File: src/rtl/life_step_engine.sv
// One Game-of-Life generation on a toroidal ROWS x COLS grid, evaluated one cell per clock.
// Optional LIFE_RESEED_EN: an extinct generation commits SEED instead and pulses extinct.
module life_step_engine #(
  parameter int ROWS = 10,
  parameter int COLS = 10,
  parameter logic [ROWS*COLS-1:0] SEED = 100'h701002
) (
  input  logic                 clk,
  input  logic                 rst,
  input  logic                 start,
  input  logic [ROWS*COLS-1:0] cur_state,
  output logic [ROWS*COLS-1:0] next_state,
  output logic                 busy,
  output logic                 done,
  output logic [15:0]          gen_count
`ifdef LIFE_RESEED_EN
  ,
  output logic                 extinct
`endif
);

  localparam int N     = ROWS * COLS;
  localparam int IDX_W = (N > 1) ? $clog2(N) : 1;
  localparam int RW    = (ROWS > 1) ? $clog2(ROWS) : 1;
  localparam int CW    = (COLS > 1) ? $clog2(COLS) : 1;

  typedef enum logic [1:0] {S_IDLE, S_RUN, S_COMMIT} state_t;

  state_t             r_state;
  state_t             w_state_nxt;
  logic [IDX_W-1:0]   r_idx;
  logic [RW-1:0]      r_row;
  logic [CW-1:0]      r_col;
  logic [N-1:0]       r_snapshot;
  logic [N-1:0]       r_work;
  logic [N-1:0]       r_next_state;
  logic               r_busy;
  logic               r_done;
  logic [15:0]        r_gen_count;

  logic [RW-1:0]      w_row_up;
  logic [RW-1:0]      w_row_dn;
  logic [CW-1:0]      w_col_lf;
  logic [CW-1:0]      w_col_rt;
  logic [RW-1:0]      w_nb_row [3];
  logic [CW-1:0]      w_nb_col [3];
  logic [3:0]         w_count;
  logic               w_alive;
  logic               w_cell_nxt;
  logic               w_last;
  logic [N-1:0]       w_commit_val;

  function automatic logic [IDX_W-1:0] cell_idx(input logic [RW-1:0] row,
                                                input logic [CW-1:0] col);
    return IDX_W'(int'(row) * COLS + int'(col));
  endfunction

  // Toroidal neighbour coordinates from the running row/col counters
  assign w_row_up = (r_row == '0) ? RW'(ROWS - 1) : r_row - 1'b1;
  assign w_row_dn = (r_row == RW'(ROWS - 1)) ? '0 : r_row + 1'b1;
  assign w_col_lf = (r_col == '0) ? CW'(COLS - 1) : r_col - 1'b1;
  assign w_col_rt = (r_col == CW'(COLS - 1)) ? '0 : r_col + 1'b1;

  assign w_nb_row[0] = w_row_up;
  assign w_nb_row[1] = r_row;
  assign w_nb_row[2] = w_row_dn;
  assign w_nb_col[0] = w_col_lf;
  assign w_nb_col[1] = r_col;
  assign w_nb_col[2] = w_col_rt;

  always_comb begin
    w_count = '0;
    for (int dr = 0; dr < 3; dr++) begin
      for (int dc = 0; dc < 3; dc++) begin
        if (!(dr == 1 && dc == 1)) begin
          w_count = w_count + 4'(r_snapshot[cell_idx(w_nb_row[dr], w_nb_col[dc])]);
        end
      end
    end
  end

  assign w_alive    = r_snapshot[r_idx];
  assign w_cell_nxt = (w_count == 4'd3) | (w_alive & (w_count == 4'd2));
  assign w_last     = (r_idx == IDX_W'(N - 1));

`ifdef LIFE_RESEED_EN
  logic r_extinct;
  logic w_extinct;
  assign w_extinct    = (r_work == '0);
  assign w_commit_val = w_extinct ? SEED : r_work;
  assign extinct      = r_extinct;
`else
  logic w_unused_seed;
  assign w_commit_val  = r_work;
  assign w_unused_seed = ^SEED;
`endif

  always_ff @(posedge clk) begin
    if (rst) r_state <= S_IDLE;
    else     r_state <= w_state_nxt;
  end

  always_comb begin
    w_state_nxt = r_state;
    case (r_state)
      S_IDLE:   if (start) w_state_nxt = S_RUN;
      S_RUN:    if (w_last) w_state_nxt = S_COMMIT;
      S_COMMIT: w_state_nxt = S_IDLE;
      default:  w_state_nxt = S_IDLE;
    endcase
  end

  always_ff @(posedge clk) begin
    if (rst) begin
      r_idx        <= '0;
      r_row        <= '0;
      r_col        <= '0;
      r_snapshot   <= '0;
      r_work       <= '0;
      r_next_state <= '0;
      r_busy       <= 1'b0;
      r_done       <= 1'b0;
      r_gen_count  <= '0;
`ifdef LIFE_RESEED_EN
      r_extinct    <= 1'b0;
`endif
    end else begin
      r_done <= 1'b0;
`ifdef LIFE_RESEED_EN
      r_extinct <= 1'b0;
`endif
      case (r_state)
        S_IDLE: begin
          if (start) begin
            r_snapshot <= cur_state;
            r_idx      <= '0;
            r_row      <= '0;
            r_col      <= '0;
            r_busy     <= 1'b1;
          end
        end
        S_RUN: begin
          r_work[r_idx] <= w_cell_nxt;
          r_idx         <= r_idx + 1'b1;
          if (r_col == CW'(COLS - 1)) begin
            r_col <= '0;
            r_row <= r_row + 1'b1;
          end else begin
            r_col <= r_col + 1'b1;
          end
        end
        S_COMMIT: begin
          r_next_state <= w_commit_val;
          r_done       <= 1'b1;
          r_gen_count  <= r_gen_count + 16'd1;
          r_busy       <= 1'b0;
`ifdef LIFE_RESEED_EN
          r_extinct    <= w_extinct;
`endif
        end
        default: ;
      endcase
    end
  end

  assign next_state = r_next_state;
  assign busy       = r_busy;
  assign done       = r_done;
  assign gen_count  = r_gen_count;

endmodule

File: config.mk
export PLATFORM = sky130hd
export DESIGN_NAME = life_step_engine
export DESIGN_NICKNAME = d
export VERILOG_FILES = /design/src/rtl/life_step_engine.sv
export SDC_FILE = /design/constraint.sdc
export NUM_CORES = 1
export LEC_CHECK = 0
export CORE_MARGIN = 1
export CORE_UTILIZATION = 35
export DETAILED_ROUTE_END_ITERATION = 10
export DONT_BUFFER_PORTS = 1
export SETUP_SLACK_MARGIN = 0.3
export SLEW_MARGIN = 40
export SYNTH_ARGS = -nofsm -noshare
export SYNTH_HDL_FRONTEND = slang
export SYNTH_SLANG_ARGS = --single-unit
export TNS_END_PERCENT = 10
File: constraint.sdc
create_clock -name clk -period 8.5 [get_ports clk]
set_input_delay 1.7 -clock clk [delete_from_list [all_inputs] [get_ports clk]]
set_output_delay 1.7 -clock clk [all_outputs]
set_load 0.005 [all_outputs]
Word-level counts from Yosys, hierarchy flattened
Cells that the tools add are included.
W data, S select, Z words.
{"block": "totals", "regBits": 335, "inputBits": 103, "out_inout_bits": 118, "elab_cells": 104}
{"block": "classes", "n_addsub": 21, "multipliers": 3, "order_cmp": 10, "n_eq_ne": 10, "muxes": 37, "bitwise_logic": 2, "n_reduce_logical": 11}
{"cell": "$bwmux W100", "n": 1}
{"cell": "$lt A7 B8 Y1 const B", "n": 9}
{"cell": "$bmux W1 S7", "n": 9}
{"cell": "$add A7 B5 Y7", "n": 5}
{"cell": "$mux W4", "n": 6}
{"cell": "$add A7 B4 Y7", "n": 3}
{"cell": "$mul A4 B3 Y6 const B", "n": 3}
{"cell": "$add A16 B1 Y16 const B", "n": 1}
{"cell": "$add A4 B1 Y4", "n": 4}
{"cell": "$pmux W4 S2", "n": 2}
{"cell": "$pmux W7 S2", "n": 1}
{"cell": "$mux W1", "n": 12}
{"cell": "$add A4 B1 Y4 const B", "n": 2}
{"cell": "$eq A4 B2 Y1 const B", "n": 2}
{"cell": "$eq A4 B4 Y1 const B", "n": 2}
{"cell": "$logic_not A4 Y1", "n": 2}
{"cell": "$reduce_and A2 Y1", "n": 4}
{"cell": "$sub A4 B1 Y4 const B", "n": 2}
{"cell": "$add A7 B1 Y7 const B", "n": 1}
{"cell": "$demux W1 S7", "n": 1}
{"cell": "$eq A7 B7 Y1 const B", "n": 1}
{"cell": "$ge A7 B1 Y1 const B", "n": 1}
{"cell": "$mux W7", "n": 1}
{"cell": "$ne A2 B2 Y1 const B", "n": 3}
{"cell": "other kinds (14)", "n": 16}

Logic depth before layout (Yosys ltp)
{"block": "logic_depth", "ltp_word": 17, "ltp_mapped": 33}

Least setup slack after synthesis
No wires, ideal clock.
{"block": "synth_timing", "path_kind": "flip-flop to flip-flop", "from": "register r_col[0]", "to": "register r_work[10]", "setup_ps": 68, "arrival_ps": 7666, "required_time_ps": 8432, "setup_slack_ps": 767, "stages_incl_launch_ff": 31, "path_buffers": 9, "cell_sequence": "dfxtp_1 -> buf_4 -> buf_4 -> buf_2 -> buf_2 -> buf_4 -> clkbuf_1 -> nor2_1 -> o21ai_0 -> nand2_1 -> ha_1 -> fa_1 -> buf_1 -> mux4_2 -> mux4_2 -> mux2i_1 -> mux2i_1 -> o22a_1 -> fa_1 -> inv_1 -> fa_1 -> fa_1 -> inv_1 -> ha_1 -> fa_1 -> o21ai_0 -> and3b_1 -> o21ai_4 -> buf_6 -> buf_12 -> o21ai_2"}
{"block": "synth_via", "elab_chain_len": 16, "word_cells_on_any_way": 42, "cone_classes": "add/sub (17); eq/ne (3); mux (19); bitwise (2); reduce/logical (1)"}
{"item": "from (decl)", "line": "33", "source": "logic [CW-1:0] r_col;"}
{"item": "from (signal assigned)", "line": "149", "source": "r_col <= r_col + 1'b1;"}
{"item": "$sub A4 B1 Y4 or $logic_not A4 Y1 (tied branches)", "line": "61", "source": "assign w_col_lf = (r_col == '0) ? CW'(COLS - 1) : r_col - 1'b1;"}
{"item": "$mux W4", "line": "61"}
{"item": "$add A7 B5 Y7", "line": "55", "source": "return IDX_W'(int'(row) * COLS + int'(col));"}
{"item": "$bmux W1 S7", "line": "76", "source": "w_count = w_count + 4'(r_snapshot[cell_idx(w_nb_row[dr], w_nb_col[dc])]);"}
{"item": "$mux W1 (implied by the code)", "line": "76"}
{"item": "$add A1 B1 Y2", "line": "76"}
{"item": "$add A2 B1 Y3", "line": "76"}
{"item": "$add A3 B1 Y4", "line": "76"}
{"item": "$add A4 B1 Y4 (3 in a row)", "line": "76"}
{"item": "$add A4 B1 Y4 *", "line": "76"}
{"item": "$eq A4 B2 Y1", "line": "83", "source": "assign w_cell_nxt = (w_count == 4'd3) | (w_alive & (w_count == 4'd2));"}
{"item": "$and A1 B1 Y1", "line": "83"}
{"item": "$or A1 B1 Y1 *", "line": "83"}
{"item": "$bwmux W100 *", "line": "143", "source": "r_work[r_idx] <= w_cell_nxt;"}
{"item": "to (signal, indexed assignment)", "line": "143"}
{"item": "to (decl)", "line": "35", "source": "logic [N-1:0] r_work;"}
Mark *: on every way between the ends. The rest lies on a longest branch, timed or not. The select of a mux whose other input is x is not followed.
A chain may end at the register's enable or synchronous reset.

Final worst setup path
{"block": "layout_timing", "from": "register r_row[1]", "to": "register r_work[75]"}
{"block": "layout_via", "elab_chain_len": 17, "word_cells_on_any_way": 45, "cone_classes": "add/sub (17); mul (3); eq/ne (3); mux (19); bitwise (2); reduce/logical (1)"}
{"item": "from (decl)", "line": "32", "source": "logic [RW-1:0] r_row;"}
{"item": "from (signal assigned)", "line": "147", "source": "r_row <= r_row + 1'b1;"}
{"item": "$sub A4 B1 Y4 or $logic_not A4 Y1 (tied branches)", "line": "59", "source": "assign w_row_up = (r_row == '0) ? RW'(ROWS - 1) : r_row - 1'b1;"}
{"item": "$mux W4", "line": "59"}
{"item": "$mul A4 B3 Y6", "line": "55"}
{"item": "$add A7 B5 Y7", "line": "55"}
{"item": "$bmux W1 S7", "line": "76"}
{"item": "$mux W1 (implied by the code)", "line": "76"}
{"item": "$add A1 B1 Y2", "line": "76"}
{"item": "$add A2 B1 Y3", "line": "76"}
{"item": "$add A3 B1 Y4", "line": "76"}
{"item": "$add A4 B1 Y4 (3 in a row)", "line": "76"}
{"item": "$add A4 B1 Y4 *", "line": "76"}
{"item": "$eq A4 B2 Y1", "line": "83"}
{"item": "$and A1 B1 Y1", "line": "83"}
{"item": "$or A1 B1 Y1 *", "line": "83"}
{"item": "$bwmux W100 *", "line": "143"}
Marked as above.

==> results.md <==
* Ranking of synthesized cells by area: dfxtp_1, mux4_2, nand2_1
* Pre-CTS setup slack at 0.861 ns
* Clock Skew at 0.0380 ns
* Number of vias per cell at 5.94
* WHS at 0.457 ns
* Synthesized net count at 2348
* CP Data Required Time at 8.93 ns
* DP Wirelength at 44000 um
* R2r worst-path depth at 25
* Worst skew pair latency at 0.57 ns
* Nets at 2263
* Layout cells sized above 1 at 0.192
* Non-Filler Instances at 2903
* Largest area contributor in the netlist: dfxtp_1
* Die area at 0.0606 sq mm
* Hold Violations, Final at 0
* Logic depth of the worst setup path including buffers at 25
* Max incr delay on CP at 0.64 ns
* Hold_sp: r_work[8]$_SDFFE_PP0P_
* Post-cts resize count at 0
* Seq cells post-synth at 335
* # IOs at 221
* Ys flop type: dfxtp_1
* WP data arrival at 8.14 ns
* Worst setup margin at 0.790 ns
* Worst IR Drop VDD at 0.142 mV
* Chip width at 246 um
* Register area share after synthesis at 0.321
* CTS H-tree depth at 2
* CTS tree: built
* Leakage power at 7.61 nW
* CP delay by family, top: adder cells
* Area of the multi-input gates at 0.0135 sq mm
* Start point of the critical path: r_row[1]$_SDFFE_PP0P_
* Fill count at 5797
* Hold Path Class: flip-flop to flip-flop
* Routed vias at 17300
* Cell mode on critical path: fa_1
* Synth Area per Inst at 9.54 sq um
* Hold path depth at 2
* Setup bufs post-CTS at 0
* Residual DRC at 0
* Vias in the first global route at 16400
* DRT Pass-1 Iters at 5
* FP Rows at 89
* Minimum clock period at 7.71 ns
* Finished Cell Area at 0.0229 sq mm
* Core area at 0.0590 sq mm
* Storage cell area at 0.00671 sq mm
* Share of the synthesized area in the top cell type at 0.321
* CP max-delay cell: dfxtp_1
* Post-synth ARST share at 0
* CTS Sinks at 335
* Synth warn at 0
* Final worst-path cycle share at 0.907
* Clock tree buffer depth at 3
* Worst Setup Start Kind: flip-flop
* Reg clk slew, reported paths at 0.06 ns
* Worst-Margin Slew at 0.957 ns
* GRT Util Overall at 0.208
* WL final at 64500 um
* Max Cap Viol at 0
* Global-route wire length before repair at 98300 um
* Root buf cell: clkbuf_16
* Cell with the most instances after synthesis: nand2_1
* Post-CTS Hold Buffers at 0
* Final setup viols at 0
* Max Clk Rate at 130 MHz
* Total gr overflow at 0
* Setup TNS at 0 ns
* PD cells at 169 mW/mm^2
* RSZ-0062 raised after global routing: false
* Area Growth Syn to Fin at 9.66%
* Final Wtd Congestion at 0.957
* Die H at 246 um
* Starting density of the core at 0.354
* Wirelength per Cell at 22.2 um
* Number of synthesized flops with an enable pin at 0
* Worst setup EP type: flip-flop
* WP buf/inv at 5
* CP Class: flip-flop to flip-flop
* Post-route ant nets at 0
* Relative slew slack at 0.357
* Commonest cells post-synth: nand2_1, dfxtp_1, a21oi_1
* CP max FO at 43
* Largest net degree at the start of global routing at 337
* Port Buf Inserts at 0
* Post-synthesis cell area at 0.0209 sq mm
* Outcome: finished clean
* Placed cells at 2836
* Reg2Reg Launch Point: r_row[1]$_SDFFE_PP0P_
* Initial DRC Count at 1745
* Synth Instances at 2188
* Post-layout util at 0.388
* Power Total at 3.88 mW
* Num CTS Buffers at 38
* Final Max Slew Viols at 0
* Initial antenna violation count at 1
* Cell variety after synth at 58
* Cell Area, Placed at 0.0216 sq mm
==> metal layers <==
metal	track usage	vias up	share of wire
met5	0.00490	-	0.00056
met4	0.0835	2	0.037
met3	0.0533	129	0.094
met2	0.317	835	0.45
met1	0.280	8510	0.42
li1	-	7774	-
==> placed cells by master, fill, tap and decap left out, drive strengths merged, types with 3 or more instances in the layout <==
| cell | synthesis | final |
|---|---|---|
| nand2 | 568 | 568 |
| dfxtp | 335 | 335 |
| a21oi | 245 | 245 |
| mux4 | 228 | 228 |
| o21ai | 124 | 124 |
| nand3b | 106 | 106 |
| nor2 | 63 | 63 |
| mux2i | 55 | 55 |
| clkbuf | 117 | 53 |
| buf | 55 | 47 |
| ha | 42 | 42 |
| xnor2 | 28 | 28 |
| xor2 | 24 | 24 |
| inv | 17 | 20 |
| nand3 | 17 | 17 |
| nor3 | 16 | 16 |
| fa | 15 | 15 |
| mux2 | 14 | 14 |
| nor2b | 13 | 13 |
| nand2b | 12 | 12 |
| a21o | 11 | 11 |
| a211oi | 8 | 8 |
| o22ai | 7 | 7 |
| a31oi | 7 | 7 |
| and3 | 7 | 7 |
| nand4 | 7 | 7 |
| or3 | 6 | 6 |
| nor4 | 6 | 6 |
| clkinv | 0 | 6 |
| a2111oi | 4 | 4 |
| o211ai | 3 | 3 |
| clkinvlp | 0 | 3 |
| o31ai | 3 | 3 |
==> worst reg2reg max path, stage by stage, from the launching register on <==
cell      delay, ns
dfxtp_1        0.64
inv_1          0.17
ha_1           0.25
nand2b_1       0.11
o21ai_0        0.23
ha_1           0.32
fa_1           0.49
buf_4          0.36
mux4_2         0.57
mux4_2         0.53
mux2i_1        0.18
mux2i_1        0.10
o22a_1         0.22
fa_1           0.59
inv_1          0.07
fa_1           0.50
fa_1           0.56
inv_1          0.05
ha_1           0.22
fa_1           0.39
nand3_1        0.09
o21ai_0        0.07
and3b_1        0.21
o21ai_4        0.21
buf_12         0.30
o21ai_0        0.16
==> where the power goes <==
group / switching, mW / internal, mW
clock: 0.691 / 0.934
combinational: 0.299 / 0.268
sequential: 0.0833 / 1.60
==> final timing paths <==
check | end | slack (ns)
setup / recovery | r_work[75]$_SDFFE_PP0P_ | 0.79
hold / removal | next_state[8]$_SDFFE_PP0P_ | 0.46
setup reg to reg | r_work[75]$_SDFFE_PP0P_ | 0.79
hold reg to reg | next_state[8]$_SDFFE_PP0P_ | 0.46
==> cell type report <==
cell class	instances	area share
clock buffers	53	0.0475
clock inverters	13	0.00623
inverters	17	0.00279
diodes	1	0.000109
repair buffers	47	0.0196
well taps	773	0.0422
multi-input cells	1664	0.589
flip-flops and latches	335	0.293
==> registers in the layout, summed over array words and instances (netlist names) <==
name        count
next_state    100
r_snapshot    100
done            1
r_state         2
busy            1
r_row           4
gen_count      16
r_idx           7
r_work        100
r_col           4
==> kinds of logic after synthesis <==
group,count (synthesis),synth area share
adder cells (fa/ha/maj),57,0.0395
AND/OR/NAND/NOR,829,0.178
multiplexers,297,0.281
flip-flops,335,0.321
AO/OA/AOI/OAI,429,0.119
buffers and inverters,189,0.0403
XOR/XNOR,52,0.0218
Note: power is estimated with default switching activity, not from simulation.
